File: config.mk
export PLATFORM = sky130hd
export DESIGN_NAME = add_accumulator_64
export DESIGN_NICKNAME = d
export VERILOG_FILES = /design/src/rtl/add_pkg.sv /design/src/rtl/add_acc_core.sv /design/src/rtl/add_accumulator_64.sv
export SDC_FILE = /design/constraint.sdc
export NUM_CORES = 1
export LEC_CHECK = 0
export CAP_MARGIN = 30
export CORE_MARGIN = 2
export CORE_UTILIZATION = 57
export DETAILED_ROUTE_END_ITERATION = 12
export PLACE_DENSITY = 0.88
export SYNTH_ARGS = -nofsm -noshare
export SYNTH_HDL_FRONTEND = slang
export SYNTH_SLANG_ARGS = --single-unit
File: constraint.sdc
create_clock -name clk -period 8.25 [get_ports clk]
set_clock_uncertainty 0.15 [all_clocks]
set_input_delay 0.825 -clock clk [delete_from_list [all_inputs] [get_ports clk]]
set_output_delay 0.825 -clock clk [all_outputs]
set_load 0.01 [all_outputs]
File: src/rtl/add_pkg.sv
`default_nettype none
// ============================================================================
//  Module      : add_pkg
//  Description : Shared definitions for the add_accumulator_64 slice:
//                default widths, accumulator state encoding and the
//                two's-complement overflow helper.
//  Revision    : 1.0 - initial release
// ============================================================================
package add_pkg;

    localparam int WIDTH_DEFAULT = 64;
    localparam int CNT_W_DEFAULT = 16;

    typedef enum logic [1:0] {
        ST_IDLE = 2'd0,   // no beats accepted yet
        ST_ACC  = 2'd1,   // accumulating, last beat not seen
        ST_HOLD = 2'd2    // result presented downstream
    } state_t;

    // Signed overflow: operands share a sign and the sum's sign differs.
    function automatic logic signed_ovf(input logic a_msb,
                                        input logic b_msb,
                                        input logic s_msb);
        return (a_msb == b_msb) && (s_msb != a_msb);
    endfunction

endpackage
`default_nettype wire

File: src/rtl/add_acc_core.sv
`default_nettype none
// ============================================================================
//  Module      : add_acc_core
//  Description : Combinational beat adder: {c_out, sum} = acc + in_data + in_c,
//                plus signed-overflow detection on the same sum.
//  Ports       : acc, in_data (WIDTH) - operands
//                in_c                 - carry-in
//                sum (WIDTH)          - result modulo 2^WIDTH
//                c_out                - unsigned carry-out
//                ovf                  - two's-complement overflow
//  Revision    : 1.0 - initial release
// ============================================================================
module add_acc_core
    import add_pkg::*;
#(
    parameter int WIDTH = WIDTH_DEFAULT
) (
    input  logic [WIDTH-1:0] acc,
    input  logic [WIDTH-1:0] in_data,
    input  logic             in_c,
    output logic [WIDTH-1:0] sum,
    output logic             c_out,
    output logic             ovf
);

    logic [WIDTH:0] w_full;

    assign w_full = {1'b0, acc} + {1'b0, in_data} + {{WIDTH{1'b0}}, in_c};
    assign sum    = w_full[WIDTH-1:0];
    assign c_out  = w_full[WIDTH];
    // The carry-in is already folded into the sum used for the sign check.
    assign ovf    = signed_ovf(acc[WIDTH-1], in_data[WIDTH-1], w_full[WIDTH-1]);

endmodule
`default_nettype wire

File: src/rtl/add_accumulator_64.sv
`default_nettype none
// ============================================================================
//  Module      : add_accumulator_64
//  Description : Streaming packet accumulator. Sums operand beats arriving on
//                a valid/ready handshake; on the last beat presents the sum,
//                sticky carry/overflow flags and a saturating beat count on
//                an output handshake.
//  Ports       : clk, rst_n (async, active low), clear (sync abort)
//                in_valid/in_ready/in_data/in_c/in_last   - beat input
//                out_valid/out_ready/out_sum/out_c/out_ovf/out_count - result
//  Revision    : 1.0 - initial release
// ============================================================================
module add_accumulator_64
    import add_pkg::*;
#(
    parameter int WIDTH = WIDTH_DEFAULT,
    parameter int CNT_W = CNT_W_DEFAULT
) (
    input  logic             clk,
    input  logic             rst_n,
    input  logic             clear,
    input  logic             in_valid,
    output logic             in_ready,
    input  logic [WIDTH-1:0] in_data,
    input  logic             in_c,
    input  logic             in_last,
    output logic             out_valid,
    input  logic             out_ready,
    output logic [WIDTH-1:0] out_sum,
    output logic             out_c,
    output logic             out_ovf,
    output logic [CNT_W-1:0] out_count
);

    localparam logic [CNT_W-1:0] C_CNT_MAX = {CNT_W{1'b1}};
    localparam logic [CNT_W-1:0] C_CNT_ONE = {{(CNT_W-1){1'b0}}, 1'b1};

    state_t           r_state, w_state_nxt;
    logic [WIDTH-1:0] r_acc,   w_acc_nxt;
    logic [CNT_W-1:0] r_count, w_count_nxt;
    logic             r_c,     w_c_nxt;
    logic             r_ovf,   w_ovf_nxt;

    logic             w_accept;
    logic [WIDTH-1:0] w_sum;
    logic             w_beat_c;
    logic             w_beat_ovf;

    add_acc_core #(
        .WIDTH (WIDTH)
    ) u_core (
        .acc     (r_acc),
        .in_data (in_data),
        .in_c    (in_c),
        .sum     (w_sum),
        .c_out   (w_beat_c),
        .ovf     (w_beat_ovf)
    );

    // Handshake signals come from the state register only, so in_ready never
    // depends on in_valid.
    assign in_ready  = (r_state != ST_HOLD);
    assign out_valid = (r_state == ST_HOLD);
    assign w_accept  = in_valid && in_ready;

    assign out_sum   = r_acc;
    assign out_c     = r_c;
    assign out_ovf   = r_ovf;
    assign out_count = r_count;

    always_comb begin
        w_state_nxt = r_state;
        w_acc_nxt   = r_acc;
        w_count_nxt = r_count;
        w_c_nxt     = r_c;
        w_ovf_nxt   = r_ovf;

        if (clear) begin
            // Abort wins over both a presented beat and a pending take.
            w_state_nxt = ST_IDLE;
            w_acc_nxt   = '0;
            w_count_nxt = '0;
            w_c_nxt     = 1'b0;
            w_ovf_nxt   = 1'b0;
        end else begin
            case (r_state)
                ST_IDLE, ST_ACC: begin
                    if (w_accept) begin
                        w_acc_nxt   = w_sum;
                        w_c_nxt     = r_c | w_beat_c;
                        w_ovf_nxt   = r_ovf | w_beat_ovf;
                        w_count_nxt = (r_count == C_CNT_MAX) ? r_count
                                                             : r_count + C_CNT_ONE;
                        w_state_nxt = in_last ? ST_HOLD : ST_ACC;
                    end
                end
                ST_HOLD: begin
                    if (out_ready) begin
                        w_state_nxt = ST_IDLE;
                        w_acc_nxt   = '0;
                        w_count_nxt = '0;
                        w_c_nxt     = 1'b0;
                        w_ovf_nxt   = 1'b0;
                    end
                end
                default: begin
                    w_state_nxt = ST_IDLE;
                    w_acc_nxt   = '0;
                    w_count_nxt = '0;
                    w_c_nxt     = 1'b0;
                    w_ovf_nxt   = 1'b0;
                end
            endcase
        end
    end

    always_ff @(posedge clk or negedge rst_n) begin
        if (!rst_n) begin
            r_state <= ST_IDLE;
            r_acc   <= '0;
            r_count <= '0;
            r_c     <= 1'b0;
            r_ovf   <= 1'b0;
        end else begin
            r_state <= w_state_nxt;
            r_acc   <= w_acc_nxt;
            r_count <= w_count_nxt;
            r_c     <= w_c_nxt;
            r_ovf   <= w_ovf_nxt;
        end
    end

endmodule
`default_nettype wire

==> impl_metrics.ini <==
[global_routing]
track_usage_pct = 33.41
grt_pass1_wl_um = 37710
antenna_found_initial = 0
grt_pass1_vias = 7469
gr-total-overflow = 0
grt_max_degree = 85

[synthesis]
synth_area_sq_um = 7327
ys_async_sr_fraction_pct = 100.0
syn_inst = 924
synth-edff-count = 0
syn-num-nets = 1061
syn_area_per_cell_sq_um = 7.930
ys_ff_latch = 84
ys.flop_type = dfrtp_1
ys_types = 60
synth_warnings = 0
ys_seq_area_share_pct = 28.69

[floorplan]
die_area_sq_um = 13780
die_x_um = 117.4
die_h_um = 117.4
initial_core_util_pct = 58.30
io_pins = 155
design.core.area_sq_um = 12570
row_count = 41

[timing]
fin_hold_ws_ps = 305.5
slew_headroom_pct = 41.67
rsz0062_at_grt = no
worstMarginPinSlew_ps = 875.0
fin_crit_sh_pct = 51.82
setup_violations = 0
setup_tns_ps = 0
slew_viol_final = 0
hold_viol_final = 0
fin_crit_ps = 4275
clock.fmax_mhz = 233.9

[layout]
fin_area_sq_um = 9198
drive_above_1_share_pct = 2.780
final_common_cell = clkdlybuf4s50_1
diodes = 0
fill_cells = 977
syn_to_final_growth_pct = 25.53
nNetsFinal = 1176
mostFrequentLayoutCells = clkdlybuf4s50_1 (153), nand2_1 (125), o21ai_0 (101)

[pwr]
peakVddDrop_mv = 0.1861
power.total_w = 0.003031
leakage_nw = 4.099
power_density_nw_per_um2 = 329.5

[cts]
path_clk_slew_ps = 60
hold_buffers = 0
cts_root_buf = clkbuf_16
cts_resized = 0
cts_buffers = 9
clkSinkCount = 84
htree_levels = 3
clock_insertion_delay_worst_skew_ps = 360
cts_setup_buffers = 0
ctsLongestPathBuffers = 2
cts_tree = yes

[setup_path]
max_stage_delay_ps = 660
worstSetupStartpointType = input port
cp.arrival_ps = 4360
crit_path_cell_trace = clkdlybuf4s50_1 -> fa_1 -> inv_1 -> fa_1 -> nor2b_1 -> o2111ai_1 -> a211oi_1 -> o311ai_0 -> a21oi_1 -> o21ai_2 -> o31ai_2 -> a2111oi_2 -> nor2_1
critPathMaxFanout = 4
path_common_cell = fa_1
path_class = input port to register
crit_required_ps = 8330
crit_slowest_cell = o311ai_0
end_kind = register

[placement]
hpwl_um = 17060
port_buffers = 154
dpl-instance-area_sq_um = 8914
gp_congestion = 0.9522

[worst_hold_path]
hold_class = input port to async pin

[routing]
top_layer = met4
ant_nets = 0
m1WireLength_um = 9953
wl_per_cell_um = 18.85
drcViolationCount = 0
drtPass1Iterations = 5
vias = 7709
wirelength_um = 22910
drtIter0Drc = 687
vias_per_cell = 6.345
wl_met3_um = 1720
wl_met2_um = 10620

[run]
maxCapViolCount = 0

[status]
outcome = finished clean
## power breakdown
group / leakage [nW] / switching [W] / internal [W]
Sequential: 1.11 / 0.000132 / 0.000548
Clock: 0.136 / 0.000177 / 0.000233
Combinational: 2.85 / 0.00108 / 0.000864
## Yosys cell counts (3+ instances only)
library cell	n	area share, %
a211oi_1	8	0.82
a21o_1	45	4.6
a21oi_1	80	5.5
a221o_1	4	0.55
a221oi_1	4	0.48
a22o_1	5	0.60
a311oi_1	3	0.36
a31oi_1	15	1.3
and2_1	3	0.26
and3_1	24	2.0
and4_1	3	0.36
clkbuf_1	51	2.6
dfrtp_1	84	29
ha_1	64	11
inv_1	19	0.97
mux2i_1	4	0.55
nand2_1	125	6.4
nand2b_1	5	0.43
nand3_1	23	1.6
nand4_1	29	2.5
nor2_1	46	2.4
nor2b_1	7	0.60
nor3_1	19	1.3
nor4_1	4	0.34
o2111ai_1	3	0.36
o211ai_1	8	0.82
o21a_1	9	0.92
o21ai_0	101	6.9
o21bai_1	18	1.8
o31ai_1	18	1.8
o41ai_1	3	0.36
or2_2	3	0.26
xnor2_1	28	3.3
xor2_1	24	2.9
## area by class of cell
cell class | count | area (sq um) | share of cell area, %
multi-input cells | 767 | 4956 | 53.88
flip-flops and latches | 84 | 2102 | 22.85
repair buffers | 158 | 1569 | 17.06
clock buffers | 11 | 232.7 | 2.530
well taps | 172 | 215.2 | 2.340
inverters | 19 | 71.32 | 0.7754
clock inverters | 4 | 51.30 | 0.5577
## metal layers
| metal | vias to the layer above | GRT usage (%) |
|---|---|---|
| li1 | 3657 | - |
| met2 | 377 | 54.20 |
| met5 | - | 0 |
| met3 | 54 | 5.788 |
| met1 | 3621 | 45.08 |
| met4 | 0 | 11.82 |
## state kept, by name (all words and copies together) (netlist names)
signal and count:
out_c 1, out_sum 64, r_state 2, out_count 16, out_ovf 1
## path summary, 6_finish.rpt
| check | startpoint | to | slack, ps | cells past startpoint |
|---|---|---|---|---|
| worst max-delay path | in_data[0] | out_c$_DFFE_PN0P_ | 3970 | 13 |
| worst min-delay path | rst_n | out_sum[9]$_DFFE_PN0P_ | 310 | 1 |
| worst max register to register | out_sum[0]$_DFFE_PN0P_ | out_c$_DFFE_PN0P_ | 4520 | 12 |
| worst min register to register | out_count[11]$_DFFE_PN0P_ | out_count[11]$_DFFE_PN0P_ | 360 | 1 |
| max in group asynchronous | rst_n | out_sum[52]$_DFFE_PN0P_ | 6650 | 2 |
| min in group clk | out_count[11]$_DFFE_PN0P_ | out_count[11]$_DFFE_PN0P_ | 360 | 1 |
## logic make-up (layout without fill, tap and decap cells)
family / count (synthesis) / after routing / share of synthesized area [%]
AO/OA/AOI/OAI: 348 / 348 / 30.31
XOR/XNOR: 52 / 52 / 6.216
adder cells (fa/ha/maj): 66 / 66 / 11.48
buffers and inverters: 73 / 192 / 3.774
flip-flops: 84 / 84 / 28.69
multiplexers: 4 / 4 / 0.5465
AND/OR/NAND/NOR: 297 / 297 / 18.99
## per-stage QoR
stage          setup WS [ps]  std cells  util [%]
2_1_floorplan           4763        924         -
3_3_place_gp            3808       1200     70.92
3_5_place_dp            3689       1200     70.92
4_1_cts                 4063       1215     73.18
5_1_grt                 3865       1215     73.18
6_report                3975       1215     73.18
## worst max-delay path, delay by kind of cell
kind,cells,cell delay (ps)
adders and majority gates,2,670
buffers and inverters,2,540
AOI/OAI and AO/OA,7,2160
and+or+nand+nor,2,160
Note: power is estimated with default switching activity, not from simulation.
